<file path="src/rtl/tlul_pkg.sv">
// TL-UL channel types used by the bridge host port (single-word, 32-bit data).
package tlul_pkg;

  typedef enum logic [2:0] {
    PutFullData    = 3'h0,
    PutPartialData = 3'h1,
    Get            = 3'h4
  } tl_a_op_e;

  typedef enum logic [2:0] {
    AccessAck     = 3'h0,
    AccessAckData = 3'h1
  } tl_d_op_e;

  typedef struct packed {
    logic [6:0] cmd_intg;
    logic [6:0] data_intg;
  } tl_a_user_t;

  typedef struct packed {
    logic [6:0] rsp_intg;
    logic [6:0] data_intg;
  } tl_d_user_t;

  typedef struct packed {
    logic       a_valid;
    tl_a_op_e   a_opcode;
    logic [2:0] a_param;
    logic [1:0] a_size;
    logic [7:0] a_source;
    logic [31:0] a_address;
    logic [3:0] a_mask;
    logic [31:0] a_data;
    tl_a_user_t a_user;
    logic       d_ready;
  } tl_h2d_t;

  typedef struct packed {
    logic       d_valid;
    tl_d_op_e   d_opcode;
    logic [2:0] d_param;
    logic [1:0] d_size;
    logic [7:0] d_source;
    logic       d_sink;
    logic [31:0] d_data;
    tl_d_user_t d_user;
    logic       d_error;
    logic       a_ready;
  } tl_d2h_t;

endpackage

</file>
<file path="src/rtl/uart_bridge_pkg.sv">
// Command/response byte codes and FSM states for the UART-to-TL-UL bridge.
package uart_bridge_pkg;

  localparam logic [7:0] CmdWrite   = 8'h57;
  localparam logic [7:0] CmdRead    = 8'h52;
  localparam logic [7:0] RspOk      = 8'h4B;
  localparam logic [7:0] RspErr     = 8'h45;
  localparam logic [7:0] RspUnknown = 8'h3F;

  typedef enum logic [2:0] {
    IDLE, ADDR, DATA, REQ, WAIT_D, TX_STAT, TX_DATA
  } state_e;

endpackage

</file>
<file path="src/rtl/tlul_cmd_intg_gen.sv">
// A-channel integrity generator: folds command and data fields into 7-bit check codes.
module tlul_cmd_intg_gen
  import tlul_pkg::*;
(
  input  tl_h2d_t tl_i,
  output tl_h2d_t tl_o
);

  logic [41:0] cmd;
  logic [34:0] data;

  always_comb begin
    cmd  = {3'b000, tl_i.a_opcode, tl_i.a_address, tl_i.a_mask};
    data = {3'b000, tl_i.a_data};
    tl_o = tl_i;
    tl_o.a_user.cmd_intg  = cmd[6:0] ^ cmd[13:7] ^ cmd[20:14] ^ cmd[27:21] ^
                            cmd[34:28] ^ cmd[41:35];
    tl_o.a_user.data_intg = data[6:0] ^ data[13:7] ^ data[20:14] ^ data[27:21] ^
                            data[34:28];
  end

endmodule

</file>
<file path="src/rtl/uart_bridge_tl_req.sv">
// TL-UL request/response handshakes for the bridge: drives the A channel, accepts D.
module uart_bridge_tl_req
  import tlul_pkg::*;
#(
  parameter logic [7:0] SourceId = 8'h0
) (
  input  logic        clk,
  input  logic        rst_n,
  input  logic        req,
  input  logic        wait_d,
  input  logic        write,
  input  logic [31:0] addr,
  input  logic [31:0] wdata,
  output tl_h2d_t     tl_h,
  input  tl_d2h_t     tl_d,
  output logic        a_done,
  output logic        d_done,
  output logic        d_error,
  output logic [31:0] rdata
);

  tl_h2d_t tl_raw;

  always_comb begin
    tl_raw           = '0;
    tl_raw.a_valid   = req;
    tl_raw.a_opcode  = write ? PutFullData : Get;
    tl_raw.a_size    = 2'd2;
    tl_raw.a_source  = SourceId;
    tl_raw.a_address = {addr[31:2], 2'b00};
    tl_raw.a_mask    = '1;
    tl_raw.a_data    = write ? wdata : '0;
    tl_raw.d_ready   = wait_d;
  end

  tlul_cmd_intg_gen u_intg_gen (
    .tl_i(tl_raw),
    .tl_o(tl_h)
  );

  assign a_done  = req && tl_d.a_ready;
  // d_ready only exists in WAIT_D, so a D beat coincident with the A handshake is ignored
  assign d_done  = wait_d && tl_d.d_valid;
  assign d_error = tl_d.d_error;

  always_ff @(posedge clk or negedge rst_n) begin
    if (!rst_n) begin
      rdata <= '0;
    end else if (d_done) begin
      rdata <= tl_d.d_data;
    end
  end

  // Source, opcode and integrity of the response are deliberately not inspected
  logic unused_d;
  assign unused_d = ^{tl_d, addr[1:0]};

endmodule

</file>
<file path="src/rtl/uart_tlul_bridge.sv">
// Byte-stream command parser driving single-word TL-UL transactions.
// Optional inter-byte timeout enabled with `define UART_BRIDGE_TIMEOUT_EN.
module uart_tlul_bridge
  import tlul_pkg::*;
  import uart_bridge_pkg::*;
#(
  parameter int unsigned ClockFrequency = 125_000_000,
  parameter int unsigned TimeoutUs      = 1000,
  parameter logic [7:0]  SourceId       = 8'h0
) (
  input  logic       clk_i,
  input  logic       rst_ni,
  input  logic       rx_valid_i,
  input  logic [7:0] rx_data_i,
  output logic       tx_valid_o,
  output logic [7:0] tx_data_o,
  input  logic       tx_ready_i,
  output tl_h2d_t    tl_h_o,
  input  tl_d2h_t    tl_h_i,
  output logic       busy_o,
  output logic       overrun_o
);

  state_e      state_q, state_d;
  logic [1:0]  cnt_q, cnt_d;
  logic        write_q, write_d;
  logic [31:0] addr_q, addr_d, wdata_q, wdata_d;
  logic [7:0]  rsp_q, rsp_d;
  logic        overrun_q;
  logic        a_done, d_done, d_error;
  logic [31:0] rdata;
  logic        timeout;

`ifdef UART_BRIDGE_TIMEOUT_EN
  localparam int unsigned TimeoutCycles = ClockFrequency / 1_000_000 * TimeoutUs;
  localparam int unsigned TimeoutWidth  = $clog2(TimeoutCycles + 1);

  logic [TimeoutWidth-1:0] tmo_q;

  always_ff @(posedge clk_i or negedge rst_ni) begin
    if (!rst_ni) begin
      tmo_q <= '0;
    end else if (rx_valid_i || !(state_q inside {ADDR, DATA})) begin
      tmo_q <= '0;
    end else if (!timeout) begin
      tmo_q <= tmo_q + TimeoutWidth'(1);
    end
  end

  assign timeout = (state_q inside {ADDR, DATA}) && (tmo_q == TimeoutWidth'(TimeoutCycles));
`else
  logic [63:0] unused_cfg;
  assign unused_cfg = {ClockFrequency, TimeoutUs};
  assign timeout    = 1'b0;
`endif

  always_comb begin
    state_d    = state_q;
    cnt_d      = cnt_q;
    write_d    = write_q;
    addr_d     = addr_q;
    wdata_d    = wdata_q;
    rsp_d      = rsp_q;
    tx_valid_o = 1'b0;
    tx_data_o  = '0;
    case (state_q)
      IDLE: if (rx_valid_i) begin
        cnt_d = '0;
        if (rx_data_i == CmdWrite || rx_data_i == CmdRead) begin
          write_d = (rx_data_i == CmdWrite);
          state_d = ADDR;
        end else begin
          rsp_d   = RspUnknown;
          state_d = TX_STAT;
        end
      end
      // Bytes shift in from the top so the first (LSB) byte lands in [7:0]
      ADDR: if (rx_valid_i) begin
        addr_d = {rx_data_i, addr_q[31:8]};
        cnt_d  = cnt_q + 2'd1;
        if (cnt_q == 2'd3) state_d = write_q ? DATA : REQ;
      end else if (timeout) begin
        state_d = IDLE;
      end
      DATA: if (rx_valid_i) begin
        wdata_d = {rx_data_i, wdata_q[31:8]};
        cnt_d   = cnt_q + 2'd1;
        if (cnt_q == 2'd3) state_d = REQ;
      end else if (timeout) begin
        state_d = IDLE;
      end
      REQ: if (a_done) state_d = WAIT_D;
      WAIT_D: if (d_done) begin
        rsp_d   = d_error ? RspErr : RspOk;
        state_d = TX_STAT;
      end
      TX_STAT: begin
        tx_valid_o = 1'b1;
        tx_data_o  = rsp_q;
        if (tx_ready_i) begin
          cnt_d   = '0;
          state_d = (!write_q && rsp_q == RspOk) ? TX_DATA : IDLE;
        end
      end
      TX_DATA: begin
        tx_valid_o = 1'b1;
        tx_data_o  = rdata[{cnt_q, 3'b000} +: 8];
        if (tx_ready_i) begin
          cnt_d = cnt_q + 2'd1;
          if (cnt_q == 2'd3) state_d = IDLE;
        end
      end
      default: state_d = IDLE;
    endcase
  end

  always_ff @(posedge clk_i or negedge rst_ni) begin
    if (!rst_ni) begin
      state_q   <= IDLE;
      cnt_q     <= '0;
      write_q   <= 1'b0;
      addr_q    <= '0;
      wdata_q   <= '0;
      rsp_q     <= '0;
      overrun_q <= 1'b0;
    end else begin
      state_q <= state_d;
      cnt_q   <= cnt_d;
      write_q <= write_d;
      addr_q  <= addr_d;
      wdata_q <= wdata_d;
      rsp_q   <= rsp_d;
      if (rx_valid_i && (state_q inside {REQ, WAIT_D, TX_STAT, TX_DATA})) overrun_q <= 1'b1;
    end
  end

  uart_bridge_tl_req #(
    .SourceId(SourceId)
  ) u_tl_req (
    .clk    (clk_i),
    .rst_n  (rst_ni),
    .req    (state_q == REQ),
    .wait_d (state_q == WAIT_D),
    .write  (write_q),
    .addr   (addr_q),
    .wdata  (wdata_q),
    .tl_h   (tl_h_o),
    .tl_d   (tl_h_i),
    .a_done (a_done),
    .d_done (d_done),
    .d_error(d_error),
    .rdata  (rdata)
  );

  assign busy_o    = (state_q != IDLE);
  assign overrun_o = overrun_q;

endmodule

</file>
<file path="config.mk">
export PLATFORM = sky130hd
export DESIGN_NAME = uart_tlul_bridge
export DESIGN_NICKNAME = d
export VERILOG_FILES = /design/src/rtl/tlul_pkg.sv /design/src/rtl/uart_bridge_pkg.sv /design/src/rtl/tlul_cmd_intg_gen.sv /design/src/rtl/uart_bridge_tl_req.sv /design/src/rtl/uart_tlul_bridge.sv
export SDC_FILE = /design/constraint.sdc
export NUM_CORES = 1
export LEC_CHECK = 0
export CAP_MARGIN = 30
export CORE_MARGIN = 5
export CORE_UTILIZATION = 30
export CTS_BUF_LIST = sky130_fd_sc_hd__clkbuf_8
export CTS_CLUSTER_DIAMETER = 120
export DETAILED_ROUTE_END_ITERATION = 7
export PLACE_DENSITY = 0.59
export SKIP_CTS_REPAIR_TIMING = 1
export SYNTH_ARGS = -nofsm -noshare
export SYNTH_HDL_FRONTEND = slang
export SYNTH_SLANG_ARGS = --single-unit
</file>
<file path="constraint.sdc">
create_clock -name clk_i -period 3.15 [get_ports clk_i]
set_input_delay 0.63 -clock clk_i [delete_from_list [all_inputs] [get_ports clk_i]]
set_output_delay 0.63 -clock clk_i [all_outputs]
set_load 0.1 [all_outputs]
</file>
**Yosys cells after proc, flatten, opt, wreduce, memory -nomap -nowiden**

Cells that the tools add are included.

- Equality and inequality tests: 22
- Shift-type cells: 1
- Reductions and logical operators: 19
- Mux-type cells: 28
- Bitwise operators: 9
- Add/subtract/negate cells: 1

Operator list:

| operator | count |
|---|---|
| $xor 7x7->7 | 7 |
| $mux 3 | 13 |
| $mux 32 | 1 |
| $pmux 8 s2 | 2 |
| $shiftx 32x6->8 | 1 |
| $eq 8x7->1 const B | 3 |
| $mux 8 | 3 |
| $ne 2x2->1 const B | 11 |
| $pmux 3 s7 | 1 |
| $xor 7x4->7 | 2 |
| $reduce_and 10->1 | 1 |
| $eq 3x3->1 const B | 3 |
| $mux 2 | 4 |
| $pmux 2 s4 | 1 |
| $reduce_bool 4->1 | 2 |
| $eq 3x2->1 const B | 2 |
| $reduce_and 5->1 | 1 |
| $logic_and 1x1->1 | 4 |
| $mux 4 | 1 |
| $reduce_and 2->1 | 2 |
| $reduce_and 4->1 | 1 |
| $reduce_or 2->1 | 2 |
| $eq 3x1->1 const B | 1 |
| $logic_not 3->1 | 1 |
| other kinds (9) | 10 |

- Flip-flop bits (word level): 111
- Input bits: 78
- Logic and storage cells: 88

**Logic depth before layout (Yosys ltp)**

- Word-level depth: 5
- Gate-level depth with buffers: 7

**By module**

From an unflattened synthesis, not the netlist that was laid out.

- Cell total of the unflattened synthesis: 499
- Area total of the unflattened synthesis: 6383.6 µm²

Modules (own cells, without submodules):

| module | instances | area each (µm²) | cells each |
|---|---|---|---|
| uart_tlul_bridge | 1 | 3603.5 | 258 |
| uart_bridge_tl_req | 1 | 1550.2 | 109 |
| tlul_cmd_intg_gen | 1 | 1229.9 | 132 |

**Worst setup path before layout**

Ideal clock, no wire load.

- Path type: reg2out
- From: register addr_q[20]
- To: output tl_h_o[11] (netlist bit)
- Buffers on the path: 0
- Data required time: 2.520 ns
- Slack: -0.346 ns
- Data arrival time: 2.866 ns
- Stages on the path, launching flop included: 4
- Cells stage by stage: dfrtp_1 -> xnor2_1 -> xnor2_1 -> xnor2_1

RTL lines:

| item | RTL line | source |
|---|---|---|
| from (decl) | uart_tlul_bridge.sv:27 | `logic [31:0] addr_q, addr_d, wdata_q, wdata_d;` |
| from (signal assigned) | uart_tlul_bridge.sv:130 | `addr_q <= addr_d;` |
| to (decl) | uart_tlul_bridge.sv:18 | `output tl_h2d_t tl_h_o,` |

**Final worst setup path**

- From: register cnt_q[0]
- To: output tx_data_o[6]

- Cells in the longest elaborated chain, start to end: 2

RTL lines:

| item | RTL line | source |
|---|---|---|
| from (decl) | uart_tlul_bridge.sv:25 | `logic [1:0] cnt_q, cnt_d;` |
| from (signal assigned) | uart_tlul_bridge.sv:128 | `cnt_q <= cnt_d;` |
| $shiftx 32x6->8 | uart_tlul_bridge.sv:107 | `tx_data_o = rdata[{cnt_q, 3'b000} +: 8];` |
| $pmux 8 s2 | uart_tlul_bridge.sv:66 | `case (state_q)` |
| to (decl) | uart_tlul_bridge.sv:16 | `output logic [7:0] tx_data_o,` |

No other way between the ends.

==> impl_metrics.ini <==
[sta]
slew_headroom = 0.512
finalCritPeriodShare = 0.899
final-setup-viol-count = 0
grt_setup_unrepaired = no
tns_ns = 0
worstMarginPinSlew_ns = 0.732
fin_skew_ns = 0.00694
max_freq_ghz = 0.353
finalHoldViolations = 0
layout_setup_ws_ns = 0.318
slew_violations = 0
min_period_ns = 2.83
fin_hold_ws_ns = 0.290

[routing]
ant_nets = 0
vias = 3656
top_layer = met4
wl_met1_um = 5610
vias_per_cell = 4.58
wl_per_cell_um = 16.4
drt-initial-drc-count = 127
drc = 0
detail_route.wirelength_um = 13100
wl_met2_um = 6180
dr.pass1.iters = 4
met3WireLength_um = 1140

[floorplan]
die_w_um = 146
initial_core_util = 0.306
die-area_um2 = 21200
core_area_um2 = 18000
ios = 189
die_h_um = 146
rows = 49

[run_status]
run_status = completed

[placed_design]
dp_hpwl_um = 9840
port_buffers = 136
post-place-ws_ns = 0.671
routabilityCongestion = 0.749
dp.cells = 783

[synth]
ys_seq_elements = 106
synth.distinct_cells = 52
synth.area.top_cells = dfrtp_1 48%, mux2_1 19%, xnor2_1 7.0%, buf_4 3.7%, and2_1 3.6%
syn_area_um2 = 5520
synth_top_area_share = 0.480
yosysMostFrequentCell = dfrtp_1
ys.flop_type = dfrtp_1
synth_edf_count = 0
synth_cells = 437
async_flop_share = 1.00
ys_warn_count = 0
syn_area_per_cell_um2 = 12.6
yosysSeqAreaShare = 0.480
yosys-top-cells-count = 106 x dfrtp_1, 93 x mux2_1, 44 x xnor2_1, 32 x and2_1, 27 x buf_4
yosysTopAreaCell = dfrtp_1

[setup_path]
critPathArrivalTime_ns = 2.20
endpoint_kind = output port
worstPathMaxFanout = 13
cp.required_ns = 2.52
crit_type = reg -> out
crit_path_start_kind = register

[layout]
final_cells = 799
antenna_cells = 0
fin_nets = 644
syn_to_final_growth_pct = 30.8
drive_above_1_share = 0.249
n_fill_cell = 1721

[global_route]
grt_max_degree = 57
grt_util_all_layers = 0.124
grt_overflow_total = 0
grt_first_pass_wirelength_um = 21700
grt_pass1_vias = 4009
antenna_found_initial = 0

[clock_network]
clkSinkCount = 106
clk_path_buf_depth = 2
insertion_delay_ns = 0.37
cts_buffers = 9
clockRootBuffer = clkbuf_8
cts_tree = yes
cts_htree_levels = 3
clk_pin_slew_worst_paths_ns = 0.09

[run]
drv_cap = 0

[worst_hold_path]
min_path_type = in -> async
## registers in the layout (all words and copies together), names as in the netlist
name            cells
write_q             1
u_tl_req.rdata     32
rsp_q               5
overrun_o           1
wdata_q            32
addr_q             30
cnt_q               2
state_q             3
## metal layers
metal	track usage	vias to the layer above
li1	-	1721
met1	0.151	1802
met2	0.200	120
met3	0.0505	13
met4	0.0420	0
met5	0	-
## layout make-up
class / count / area, µm² / share of cell area
Clock inverter: 5 / 28.8 / 0.00398
Tap cell: 229 / 287 / 0.0397
Sequential cell: 106 / 2650 / 0.367
Inverter: 5 / 18.8 / 0.00260
Multi-Input combinational cell: 297 / 2650 / 0.367
Timing Repair Buffer: 146 / 1430 / 0.199
Clock buffer: 11 / 151 / 0.0210
## critical path, cell delays in order, from the launching register on
cell	delay (ns)
dfrtp_1	0.77
mux4_2	0.59
a22oi_1	0.18
nor2_1	0.09
buf_12	0.19
## worst paths after layout
path	start	endpoint	slack, ns	depth (start not counted)
worst max-delay path	cnt_q[0]	tx_data_o[6]	0.32	4
worst max register to register	cnt_q[0]	state_q[1]	1.10	5
worst min-delay path	rst_ni	u_tl_req.rdata[24]	0.29	1
worst min register to register	overrun_o	overrun_o	0.47	1
max in group asynchronous	rst_ni	wdata_q[26]	2.06	2
min in group clk_i	overrun_o	overrun_o	0.47	1
## cell families after synthesis
| family | after synthesis | share of synthesized area |
|---|---|---|
| AOI/OAI and AO/OA | 29 | 0.0465 |
| other | 2 | 0.00136 |
| DFF | 106 | 0.480 |
| xor gates and xnor gates | 51 | 0.0809 |
| and+or+nand+nor | 92 | 0.0981 |
| adders and majority gates | 1 | 0.00227 |
| buffers and inverters | 53 | 0.0641 |
| muxes | 103 | 0.226 |
## stage by stage
step,instance area (µm²),utilization
after floorplan,5650,-
after global placement,7040,0.391
after detailed placement,7040,0.391
after CTS,7220,0.401
after global routing,7220,0.401
final,7220,0.401
## cells in the final DEF, fill, tap and decap left out, types with 5 or more instances in the layout
cell | Yosys | final
and2_1 | 32 | 32
buf_12 | 0 | 18
buf_4 | 27 | 83
clkbuf_8 | 0 | 11
clkdlybuf4s50_1 | 0 | 45
conb_1 | 2 | 21
dfrtp_1 | 106 | 106
inv_1 | 4 | 6
mux2_1 | 93 | 93
mux4_2 | 8 | 8
nand2_1 | 13 | 13
nor2_1 | 15 | 15
nor2b_1 | 5 | 5
xnor2_1 | 44 | 37
xnor2_2 | 0 | 7
xor2_1 | 7 | 7
Power is left out: the tool's default activity adds up to more than one toggle a clock period on the data nets, which glitch-free logic cannot reach.
